File: config.mk
export PLATFORM = sky130hd
export DESIGN_NAME = data_mem_dump_flat
export DESIGN_NICKNAME = d
export VERILOG_FILES = /design/src/rtl/data_mem_dump_if.sv /design/src/rtl/data_mem_dump.sv /design/src/flat_wrapper.sv
export SDC_FILE = /design/constraint.sdc
export NUM_CORES = 1
export LEC_CHECK = 0
export BUFFER_PORTS_ARGS = -buffer_cell sky130_fd_sc_hd__buf_2
export CORE_MARGIN = 5
export CORE_UTILIZATION = 40
export CTS_BUF_LIST = sky130_fd_sc_hd__clkbuf_2 sky130_fd_sc_hd__clkbuf_4 sky130_fd_sc_hd__clkbuf_8
export CTS_CLUSTER_SIZE = 8
export DETAILED_ROUTE_END_ITERATION = 10
export GPL_TIMING_DRIVEN = 0
export PLACE_DENSITY = 0.7
export SETUP_SLACK_MARGIN = 0.3
export SYNTH_ARGS = -nofsm -noshare
export SYNTH_HDL_FRONTEND = slang
export SYNTH_SLANG_ARGS = --single-unit
File: constraint.sdc
create_clock -name clk -period 5.3 [get_ports clk]
set_clock_uncertainty 0.15 [all_clocks]
set_input_delay 0.53 -clock clk [delete_from_list [all_inputs] [get_ports clk]]
set_output_delay 0.53 -clock clk [all_outputs]
set_load 0.02 [all_outputs]
File: src/rtl/data_mem_dump_if.sv
// Bundles the data-memory read port and the UART TX byte stream of the dump engine.
// master = dump engine, slave = memory/UART side.
interface data_mem_dump_if #(
  parameter int len_addr = 11,
  parameter int len_data = 16
);
  logic                mem_rd;
  logic [len_addr-1:0] mem_addr;
  logic [len_data-1:0] mem_data;
  logic [7:0]          tx_data;
  logic                tx_valid;
  logic                tx_ready;

  modport master (
    output mem_rd, mem_addr, tx_data, tx_valid,
    input  mem_data, tx_ready
  );

  modport slave (
    input  mem_rd, mem_addr, tx_data, tx_valid,
    output mem_data, tx_ready
  );
endinterface

File: src/rtl/data_mem_dump.sv
// Streams a block of 16-bit data-memory words to UART TX as bytes, high byte first.
// DUMP_CHECKSUM_EN appends an XOR checksum byte of everything sent in the dump.
module data_mem_dump #(
  parameter int len_addr  = 11,
  parameter int len_data  = 16,
  parameter int ram_depth = 2048
) (
  input  logic                clk,
  input  logic                rst_n,
  input  logic                start,
  input  logic [len_addr-1:0] base_addr,
  input  logic [len_addr:0]   word_count,
  output logic                busy,
  output logic                done,
  data_mem_dump_if.master     bus
);

  typedef enum logic [2:0] {
    IDLE, ISSUE, CAPTURE, SEND_HI, SEND_LO, SEND_CK, FINISH
  } state_t;

`ifdef DUMP_CHECKSUM_EN
  localparam state_t after_last = SEND_CK;
`else
  localparam state_t after_last = FINISH;
`endif

  localparam logic [len_addr:0]   depth_w   = (len_addr+1)'(ram_depth);
  localparam logic [len_addr-1:0] last_addr = len_addr'(ram_depth - 1);

  state_t              state, state_n;
  logic [len_addr-1:0] cur_addr;
  logic [len_addr:0]   remaining;
  logic [len_data-1:0] word;
  logic [len_addr:0]   cnt_sat;
  logic                tx_vld;
  logic [7:0]          tx_dat;
`ifdef DUMP_CHECKSUM_EN
  logic [7:0]          csum;
`endif

  assign cnt_sat = (word_count > depth_w) ? depth_w : word_count;

  always_ff @(posedge clk or negedge rst_n) begin
    if (!rst_n) state <= IDLE;
    else        state <= state_n;
  end

  always_comb begin
    state_n = state;
    tx_vld  = 1'b0;
    tx_dat  = 8'h00;
    unique case (state)
      IDLE:    if (start) state_n = (cnt_sat == '0) ? after_last : ISSUE;
      ISSUE:   state_n = CAPTURE;
      CAPTURE: state_n = SEND_HI;
      SEND_HI: begin
        tx_vld = 1'b1;
        tx_dat = word[15:8];
        if (bus.tx_ready) state_n = SEND_LO;
      end
      SEND_LO: begin
        tx_vld = 1'b1;
        tx_dat = word[7:0];
        if (bus.tx_ready)
          state_n = (remaining == (len_addr+1)'(1)) ? after_last : ISSUE;
      end
      SEND_CK: begin
        tx_vld = 1'b1;
`ifdef DUMP_CHECKSUM_EN
        tx_dat = csum;
`endif
        if (bus.tx_ready) state_n = FINISH;
      end
      FINISH:  state_n = IDLE;
      default: state_n = IDLE;
    endcase
  end

  // Memory registers the address, so mem_addr simply follows cur_addr.
  always_ff @(posedge clk or negedge rst_n) begin
    if (!rst_n) begin
      cur_addr  <= '0;
      remaining <= '0;
      word      <= '0;
`ifdef DUMP_CHECKSUM_EN
      csum      <= 8'h00;
`endif
    end else begin
      if (state == IDLE && start) begin
        cur_addr  <= base_addr;
        remaining <= cnt_sat;
`ifdef DUMP_CHECKSUM_EN
        csum      <= 8'h00;
`endif
      end
      if (state == CAPTURE) word <= bus.mem_data;
`ifdef DUMP_CHECKSUM_EN
      if (state == SEND_HI && bus.tx_ready) csum <= csum ^ word[15:8];
`endif
      if (state == SEND_LO && bus.tx_ready) begin
        remaining <= remaining - (len_addr+1)'(1);
        cur_addr  <= (cur_addr == last_addr) ? '0 : cur_addr + len_addr'(1);
`ifdef DUMP_CHECKSUM_EN
        csum      <= csum ^ word[7:0];
`endif
      end
    end
  end

  // Memory writes need Rd=0, so the read enable covers the whole busy window.
  assign busy         = (state != IDLE);
  assign done         = (state == FINISH);
  assign bus.mem_rd   = busy;
  assign bus.mem_addr = cur_addr;
  assign bus.tx_valid = tx_vld;
  assign bus.tx_data  = tx_dat;

endmodule

File: src/flat_wrapper.sv
// flat-port wrapper written by rule: the top's interface ports become plain ports
module data_mem_dump_flat 
#(
  parameter int len_addr  = 11,
  parameter int len_data  = 16,
  parameter int ram_depth = 2048
)
  (clk, rst_n, start, base_addr, word_count, busy, done, bus_mem_rd, bus_mem_addr, bus_tx_data, bus_tx_valid, bus_mem_data, bus_tx_ready);
  data_mem_dump_if #(.len_addr(len_addr), .len_data(len_data)) bus_i ();
  input  logic clk;
  input  logic rst_n;
  input  logic start;
  input  logic [len_addr-1:0] base_addr;
  input  logic [len_addr:0] word_count;
  output logic busy;
  output logic done;
  output wire logic [$bits(bus_i.mem_rd)-1:0] bus_mem_rd;
  output wire logic [$bits(bus_i.mem_addr)-1:0] bus_mem_addr;
  output wire logic [$bits(bus_i.tx_data)-1:0] bus_tx_data;
  output wire logic [$bits(bus_i.tx_valid)-1:0] bus_tx_valid;
  input wire logic [$bits(bus_i.mem_data)-1:0] bus_mem_data;
  input wire logic [$bits(bus_i.tx_ready)-1:0] bus_tx_ready;
  assign bus_mem_rd = bus_i.mem_rd;
  assign bus_mem_addr = bus_i.mem_addr;
  assign bus_tx_data = bus_i.tx_data;
  assign bus_tx_valid = bus_i.tx_valid;
  assign bus_i.mem_data = bus_mem_data;
  assign bus_i.tx_ready = bus_tx_ready;
  data_mem_dump #(.len_addr(len_addr), .len_data(len_data), .ram_depth(ram_depth)) u_core (.clk(clk), .rst_n(rst_n), .start(start), .base_addr(base_addr), .word_count(word_count), .busy(busy), .done(done), .bus(bus_i));
endmodule
==> impl.org, run 1 <==
** Outcome
- The flow ran to the end, and the final reports show no timing, DRC or antenna violations.

** Logic synthesis
- The synthesized netlist occupies a cell area of 2410 um^2.
- Summing the sequential cell areas from Yosys gives 43.7% of the chip area.
- By area, the combinational part of the netlist is dominated by simple AND/OR/NAND/NOR gates.
- Multiplexer share of the synthesized area :: 8.37%
- Of the post-synthesis cell area, the dominant cell type holds 43.7%.
- Synthesized-area fraction occupied by and/or/nand/nor cells :: 22.3%
- Count of different cell masters after synthesis :: 60
- Dividing the synthesized area by the synthesized cell count gives 9.94 um^2.
- Yosys attributes the largest share of cell area to sky130_fd_sc_hd__dfrtp_1 (44%), sky130_fd_sc_hd__mux2_2 (7.5%), sky130_fd_sc_hd__nand2_1 (3.4%), sky130_fd_sc_hd__a22o_1 (2.9%), sky130_fd_sc_hd__nor2_1 (2.5%).
- Most area-hungry cell type in the Yosys netlist :: sky130_fd_sc_hd__dfrtp_1
- In the synthesized netlist the async set-or-reset flop fraction comes to 100%.
- Summing the areas of all xor and xnor instances in the mapped netlist gives 0% of the synthesized area.
- Of the total synthesized cell area, the portion taken by full adders, half adders and majority gates is 1.56%.
- In the synthesized netlist the dominant register cell turns out to be sky130_fd_sc_hd__dfrtp_1.
- Synthesized-area fraction occupied by ao, oa, aoi and oai cells :: 20.5%
- Gate count of the mapped netlist :: 242
- Total of warnings raised by yosys :: 0
- Flip-flop and latch count after synthesis :: 42
- Synthesis produced a netlist with a net count of 288.
- Number of enable flip-flop cells after synthesis :: 0

** Layout
- At the end of the flow, the number of nets in the layout was 360.
- The library cell used most frequently in the layout, excluding fill and tap cells, is sky130_fd_sc_hd__buf_2.
- The library cells used most frequently in the layout, excluding fill and tap cells, are sky130_fd_sc_hd__buf_2 (73), sky130_fd_sc_hd__dfrtp_1 (42), sky130_fd_sc_hd__nand2_1 (22), sky130_fd_sc_hd__nor2_1 (16), sky130_fd_sc_hd__mux2_2 (16).
- The finished cells cover 2970 um^2.
- Synthesis-to-finish area growth :: 23.3%
- The number of antenna diodes in the final layout is 0.
- After filler insertion, the fill cell instance count of the layout stands at 572.
- Fraction of layout instances using a drive strength above 1 :: 34.9%

** Clocking
- Post-CTS repair changed the size of 0 cells.
- Hold bufs inserted after CTS :: 0
- Buffers from clock root to sink, at most :: 2
- Setup Buffers After CTS :: 0
- At the later pin of the worst-skew pair, clock insertion delay measures 0.30 ns.
- The tree is rooted in a sky130_fd_sc_hd__clkbuf_8.
- Number of H-tree branching levels :: 2
- Clock tree synthesis inserted a total of 5 buffers.
- Clock tree from TritonCTS :: yes
- After clock tree synthesis, the clock-pin slew on the worst setup and hold paths is 0.08 ns.
- The tree built by TritonCTS fans out to 42 sinks.

** Min path
- HP Class :: primary input to asynchronous set/reset pin

** Placed design
- After detailed placement, the total cell area comes to 2830 um^2.
- Number of I/O port buffers :: 65
- The congestion estimate from routability-driven global placement came to 0.781.
- Detailed placement finished with a half-perimeter wire length of 4.63 mm.

** Die
- Row generation in the floorplan step produced 28 rows.
- Horizontal die dimension :: 87.6 um
- The die is 87.6 um tall.
- In this run the standard cell core region covers 5890 um^2.
- Initial core utilization :: 40.9%
- Num ports :: 66
- The die covers 7670 um^2.

** Worst setup path
- The worst setup path is launched from a flip-flop.
- WP data required :: 4.62 ns
- Crit Path Class :: flip-flop to primary output
- Arrival @ worst endpoint :: 2.03 ns
- Type of destination of the critical path :: primary output
- Along the worst path, the maximum fanout reaches 10.

** Timing
- Maximum operating frequency :: 369 MHz
- Worst slew margin relative to its limit :: 37.5%
- Crit path time final :: 2.71 ns
- Final setup violating endpoints :: 0
- Unrepaired setup endpoints after global routing :: false
- Number of hold violations in the final report :: 0
- TNS Setup :: 0 ns
- The worst path uses 51.1% of the clock period.
- Final-report max-slew violation count :: 0
- At the pin with the least slew margin, the transition time is 0.938 ns.

** Global routing
- Initial antenna violation count :: 0
- Summed over all layers, the global routing overflow is 0.
- Entering global routing, the biggest net connects 43 pins.
- Global Route Usage Sum :: 17.3%
- Number of global-route vias before repair :: 2204
- The first global-routing pass estimated 10.5 mm of wire.

** Drt
- Routed length per instance :: 16.1 um
- Wire length after detailed routing :: 6.27 mm
- Vias after detailed routing :: 2188
- DRT Pass-1 Iters :: 4
- Drt first-iter violations :: 94
- After detailed routing, the number of vias per cell comes to 5.61.
- Final routed DRC violation total :: 0
- In this run the remaining antenna-violating nets after routing total 0.

** Pwr
- For this design the ratio of total power to cell area is 601 nW/um^2.
- For this design the static power due to leakage is 1.33 nW.
- Worst VDD drop :: 0.262 mV

** Run
- Max_cap viols :: 0
==> Yosys cell counts (2+ instances only) <==
library cell               number
sky130_fd_sc_hd__and2_1         3
sky130_fd_sc_hd__a221o_1        4
sky130_fd_sc_hd__or4_1          3
sky130_fd_sc_hd__a21o_1         4
sky130_fd_sc_hd__nand2b_1       4
sky130_fd_sc_hd__clkbuf_1       2
sky130_fd_sc_hd__and3_1         2
sky130_fd_sc_hd__a22oi_1        3
sky130_fd_sc_hd__nand2_1       22
sky130_fd_sc_hd__inv_1          6
sky130_fd_sc_hd__a22o_1         8
sky130_fd_sc_hd__nor3_1         5
sky130_fd_sc_hd__nor4_1         5
sky130_fd_sc_hd__nand4_1        4
sky130_fd_sc_hd__nor2b_1        3
sky130_fd_sc_hd__nand3_2        2
sky130_fd_sc_hd__o21ai_1        2
sky130_fd_sc_hd__buf_2          8
sky130_fd_sc_hd__mux2_2        16
sky130_fd_sc_hd__nand3_1        9
sky130_fd_sc_hd__dfrtp_1       42
sky130_fd_sc_hd__buf_4          2
sky130_fd_sc_hd__a31oi_1        3
sky130_fd_sc_hd__o311ai_1       3
sky130_fd_sc_hd__o21ai_0        9
sky130_fd_sc_hd__nor2_1        16
sky130_fd_sc_hd__nor2_2         2
sky130_fd_sc_hd__ha_1           3
sky130_fd_sc_hd__o211ai_1       8
sky130_fd_sc_hd__nand4b_1       2
sky130_fd_sc_hd__a21oi_1        8
==> logic make-up (layout without fill, tap and decap cells) <==
| kind of cell | after synthesis | after routing |
|---|---|---|
| buffers and inverters | 18 | 91 |
| flip-flops | 42 | 42 |
| AO/OA/AOI/OAI | 67 | 67 |
| AND/OR/NAND/NOR | 94 | 94 |
| multiplexers | 18 | 18 |
| adder cells (fa/ha/maj) | 3 | 3 |
==> registers in the layout, summed over array words and instances, names as in the netlist <==
register and cells:
u_core.word 16, u_core.remaining 12, u_core.bus.mem_addr 11, u_core.state 3
==> final timing paths <==
check / start / endpoint / slack (ns) / cells past startpoint
worst max-delay path: u_core.state[1] / bus_tx_data[6] / 2.59 / 6
worst min-delay path: rst_n / u_core.word[7] / 0.21 / 1
worst max register to register: u_core.state[2] / u_core.word[7] / 3.16 / 5
worst min register to register: u_core.remaining[10] / u_core.remaining[10] / 0.35 / 1
max in group asynchronous: rst_n / u_core.remaining[10] / 4.19 / 1
min in group clk: base_addr[7] / u_core.bus.mem_addr[7] / 0.28 / 3
==> per-stage QoR <==
| step | setup slack, ns | utilization, % | total power, W | hold WS, ns | cells |
|---|---|---|---|---|---|
| floorplan | 3.22 | - | 0.00123 | 0.0844 | 242 |
| global placement | 2.94 | 48.0 | 0.00146 | 0.322 | 382 |
| detailed placement | 2.92 | 48.0 | 0.00148 | 0.339 | 382 |
| CTS | 2.57 | 50.4 | 0.00180 | 0.253 | 390 |
| global route | 2.43 | 50.4 | 0.00193 | 0.292 | 390 |
| finish | 2.59 | 50.4 | 0.00178 | 0.213 | 390 |
==> power by group <==
part / internal (W) / switching, W
Sequential: 0.000478 / 0.000147
Clock: 0.000201 / 0.000115
Combinational: 0.000371 / 0.000473
==> critical path, stage by stage, from the launching register on <==
cell                       delay (ns)
sky130_fd_sc_hd__dfrtp_1         0.43
sky130_fd_sc_hd__buf_2           0.23
sky130_fd_sc_hd__nor2b_1         0.22
sky130_fd_sc_hd__and2_1          0.15
sky130_fd_sc_hd__clkbuf_1        0.33
sky130_fd_sc_hd__a22o_1          0.21
sky130_fd_sc_hd__buf_2           0.16
==> final cells by class <==
type	instances	area (um^2)	area share (%)
Clock buffer	6	82.6	2.78
Multi-Input combinational cell	182	1270	42.8
Timing Repair Buffer	65	325	11.0
Inverter	6	22.5	0.759
Sequential cell	42	1050	35.4
Tap cell	75	93.8	3.16
Clock inverter	2	60.1	2.02
Buffer	12	62.6	2.11
==> per-layer routing <==
metal  vias up  routed length (um)  GRT usage, %
li1       1068                   -             -
met1      1034                2970          24.4
met2        78                2780          26.2
met3         8                 451          4.14
met4         0                  61          5.30
met5         -                   0             0
(Power assumes the default switching activity.)
==> run 2: changes to the inputs <==
--- a/config.mk
+++ b/config.mk
@@ -5,6 +5,7 @@
 export SDC_FILE = /design/constraint.sdc
 export NUM_CORES = 1
 export LEC_CHECK = 0
+export ABC_AREA = 1
 export BUFFER_PORTS_ARGS = -buffer_cell sky130_fd_sc_hd__buf_2
 export CORE_MARGIN = 5
 export CORE_UTILIZATION = 40
@@ -12,7 +13,7 @@
 export CTS_CLUSTER_SIZE = 8
 export DETAILED_ROUTE_END_ITERATION = 10
 export GPL_TIMING_DRIVEN = 0
-export PLACE_DENSITY = 0.7
+export PLACE_DENSITY = 0.69
 export SETUP_SLACK_MARGIN = 0.3
 export SYNTH_ARGS = -nofsm -noshare
 export SYNTH_HDL_FRONTEND = slang
==> constraint.sdc (replaced) <==
create_clock -name clk -period 2.7 [get_ports clk]
set_clock_uncertainty 0.15 [all_clocks]
set_input_delay 0.27 -clock clk [delete_from_list [all_inputs] [get_ports clk]]
set_output_delay 0.27 -clock clk [all_outputs]
set_load 0.02 [all_outputs]
==> run 2 against run 1 <==
  * The flow now finishes with violations (hold timing)
  * Global-route usage shrank 0.73 points
  * Critical path depth down 1
  * Die area rose by 5.8%
  * Via count rose by 16%
  * Cell count rose by 30%
  * Sequential power up 90%
  * First-iteration DRC count increased by 48%
  * Clock power is 57% higher
  * Sequential share of layout area shrank 1.5 points
  * Critical endpoint is now bus_tx_data[3]
  * Largest cell class unchanged
==> impl.org, run 2 <==
** Timing
- For the pin with the worst max-slew slack, the measured transition is 0.962 ns.
- Derived from the worst setup path, the maximum achievable clock frequency is 489 MHz.
- Worst slew margin relative to its limit :: 35.8%
- TNS Setup :: 0 ns
- Minimum hold slack :: -0.0279 ns
- Portion of the clock cycle consumed by the worst path in the final layout :: 75.7%
- The final hold violation count was 42.
- Unrepaired setup endpoints after global routing :: false
- Crit path time final :: 2.04 ns
- The final-report max-slew violation count is 0.
- Final setup violating endpoints :: 0

** Drt
- Wire length after detailed routing :: 6.68 mm
- Final routed DRC violation total :: 0
- Drt first-iter violations :: 139
- Using the TritonRoute via totals, the vias-per-cell ratio works out to 5.03.
- In the final routed layout, each cell accounts on average for 13.2 um.
- Summing over every cut layer, the via total after detailed routing is 2545.
- For this run, the detailed router's first-pass iteration total came to 6.
- Final ANT Viol Nets :: 0

** Layout
- Antenna Cells :: 0
- Leaving out fill and tap cells, the most frequent cell in the layout is sky130_fd_sc_hd__nand2_1.
- After the flow finishes, the layout carries non-filler instances totaling 506.
- Relative to the synthesized area, the layout overhead comes to 20.7%.
- Number of nets in the final layout :: 474
- The register with the most flip-flops in the layout has 16 of them.
- Final core area utilization :: 49.3%
- Register containing the most flip-flops in the final layout :: u_core.word
- The post-route netlist has 24.0% of its cells at a drive strength greater than 1.
- Most used cells in the layout excluding fill and tap cells :: sky130_fd_sc_hd__nand2_1 (134), sky130_fd_sc_hd__buf_2 (68), sky130_fd_sc_hd__dfrtp_1 (42), sky130_fd_sc_hd__nand3_1 (40), sky130_fd_sc_hd__nor2_1 (31)

** Pwr
- Static leakage :: 1.65 nW
- Cell Pwr Density :: 1080 nW/um^2
- Final Total Pwr :: 0.00335 W
- The worst-case IR drop observed on VDD is 0.544 mV.

** Clocking
- The tree built by TritonCTS fans out to 42 sinks.
- In this run, post-CTS repair resized a total of 0 instances.
- Register clock-pin slew on the reported worst setup and hold paths :: 0.08 ns
- The longest clock path from root to sink contains 2 buffers.
- Hold bufs inserted after CTS :: 0
- Clock latency on the worst-skew pair :: 0.29 ns
- Number of H-tree branching levels :: 2
- Setup Buffers After CTS :: 0
- The root buffer cell chosen for the clock tree is sky130_fd_sc_hd__clkbuf_8.
- Clock tree from TritonCTS :: yes
- Buffers inserted during clock tree synthesis total 5.

** Logic synthesis
- Net Count, Synth :: 402
- In the post-synthesis netlist, the biggest area contributors are sky130_fd_sc_hd__dfrtp_1 (41%), sky130_fd_sc_hd__nand2_1 (20%), sky130_fd_sc_hd__nand3_1 (7.8%), sky130_fd_sc_hd__nor2_1 (4.5%), sky130_fd_sc_hd__inv_1 (3.8%).
- In the synthesized netlist the dominant register cell turns out to be sky130_fd_sc_hd__dfrtp_1.
- Synth top cells by count :: sky130_fd_sc_hd__nand2_1 (134), sky130_fd_sc_hd__dfrtp_1 (42), sky130_fd_sc_hd__nand3_1 (40)
- Number of enable flip-flop cells after synthesis :: 0
- Synthesis instantiated 35 different standard cells from the library.
- Flip-flop and latch count after synthesis :: 42
- Most area-hungry cell type in the Yosys netlist :: sky130_fd_sc_hd__dfrtp_1
- Cell with the most instances after synthesis :: sky130_fd_sc_hd__nand2_1
- Of the post-synthesis cell area, the dominant cell type holds 41.0%.
- Of the synthesized area, sequential elements account for 41.0%.
- Mean instance size in the synthesized netlist :: 7.20 um^2
- Summed instance area of the synthesized netlist :: 2560 um^2
- During synthesis, Yosys emitted a total of 0 warnings.
- Gate count of the mapped netlist :: 356
- Counting flops with an async set or reset pin after synthesis yields a share of 100%.

** Global routing
- Pin count of the biggest net entering global routing :: 43
- First-pass GRT wire length :: 11.3 mm
- Global Route Usage Sum :: 16.5%
- After global routing the overflow that remains totals 0.
- The via count of the first global-routing pass came to 2511.
- Initial antenna violation count :: 0

** Outcome
- The run finished, with violations left.
- Failing checks :: hold timing

** Worst setup path
- Of all nets on the critical path, the largest fanout is 10.
- Type of destination of the critical path :: primary output
- The worst setup path is of the flip-flop to primary output kind.
- Category of the worst setup path launch point :: flip-flop
- WP data required :: 2.28 ns
- Arrival @ worst endpoint :: 1.62 ns

** Die
- The die is 90.1 um tall.
- The die is 90.1 um wide.
- 66 I/O pins were placed.
- The floorplan step defined a die boundary enclosing 8110 um^2.
- Initial core utilization :: 40.9%
- Site Rows :: 29
- Core region area :: 6280 um^2

** Placed design
- Hpwl dp :: 4.97 mm
- Port buffering added 65 buffers.
- Count of placed standard cells including taps :: 498
- RePlAce Congestion :: 0.902

** Min path
- HP Class :: primary input to asynchronous set/reset pin

** Run
- Max-cap violations in this run came to 0.
-- run 2: worst paths after layout --
check	start	to	slack, ns	depth (start not counted)
max	u_core.state[0]	bus_tx_data[3]	0.66	5
min	rst_n	u_core.bus.mem_addr[2]	-0.03	1
max reg2reg	u_core.bus.mem_addr[0]	u_core.bus.mem_addr[7]	0.71	8
min reg2reg	u_core.word[0]	u_core.word[0]	0.34	2
max in group asynchronous	rst_n	u_core.bus.mem_addr[5]	1.83	1
min in group clk	bus_mem_data[9]	u_core.word[9]	0.01	3
-- run 2: final cells by class --
cell class / count / area [um^2]
clock buffers: 5 / 68.8
flip-flops and latches: 42 / 1050
plain buffers: 10 / 95.1
clock inverters: 3 / 40.0
well taps: 77 / 96.3
inverters: 36 / 138
fillers: 634 / 3180
repair buffers: 65 / 325
multi-input cells: 268 / 1280
-- run 2: cell families after synthesis --
logic type / synth area share [%]
flops: 41.0
buf+inv: 9.07
xor+xnor: 1.02
fa+ha+maj: 1.46
compound gates: 9.46
simple gates: 38.0
-- run 2: per-layer routing --
| metal | part of all wire (%) | track usage (%) |
|---|---|---|
| met5 | 0 | 0 |
| met4 | 0.91 | 3.35 |
| met3 | 7.8 | 4.67 |
| met2 | 49 | 29.6 |
| met1 | 43 | 19.6 |
-- run 2: stage by stage --
stage	hold WS [ns]	instance area [um^2]	worst slack (ns)
2_1_floorplan	-0.176	2560	0.939
3_3_place_gp	0.314	2990	0.726
3_5_place_dp	0.320	2990	0.753
5_1_grt	0.0115	3100	0.538
4_1_cts	0.00996	3100	0.631
6_report	-0.0279	3100	0.655
-- run 2: where the power goes --
group / internal [W] / leakage, nW / switching [W]
registers: 0.000924 / 0.519 / 0.000263
clock network: 0.000272 / 0.0579 / 0.000224
logic: 0.000609 / 1.08 / 0.00105
total: 0.00181 / 1.65 / 0.00154
-- run 2: critical path: stages, from the launching register on --
cell	delay (ns)
sky130_fd_sc_hd__dfrtp_1	0.44
sky130_fd_sc_hd__inv_2	0.06
sky130_fd_sc_hd__nand3_2	0.11
sky130_fd_sc_hd__clkinv_1	0.27
sky130_fd_sc_hd__a22o_1	0.29
sky130_fd_sc_hd__buf_2	0.16
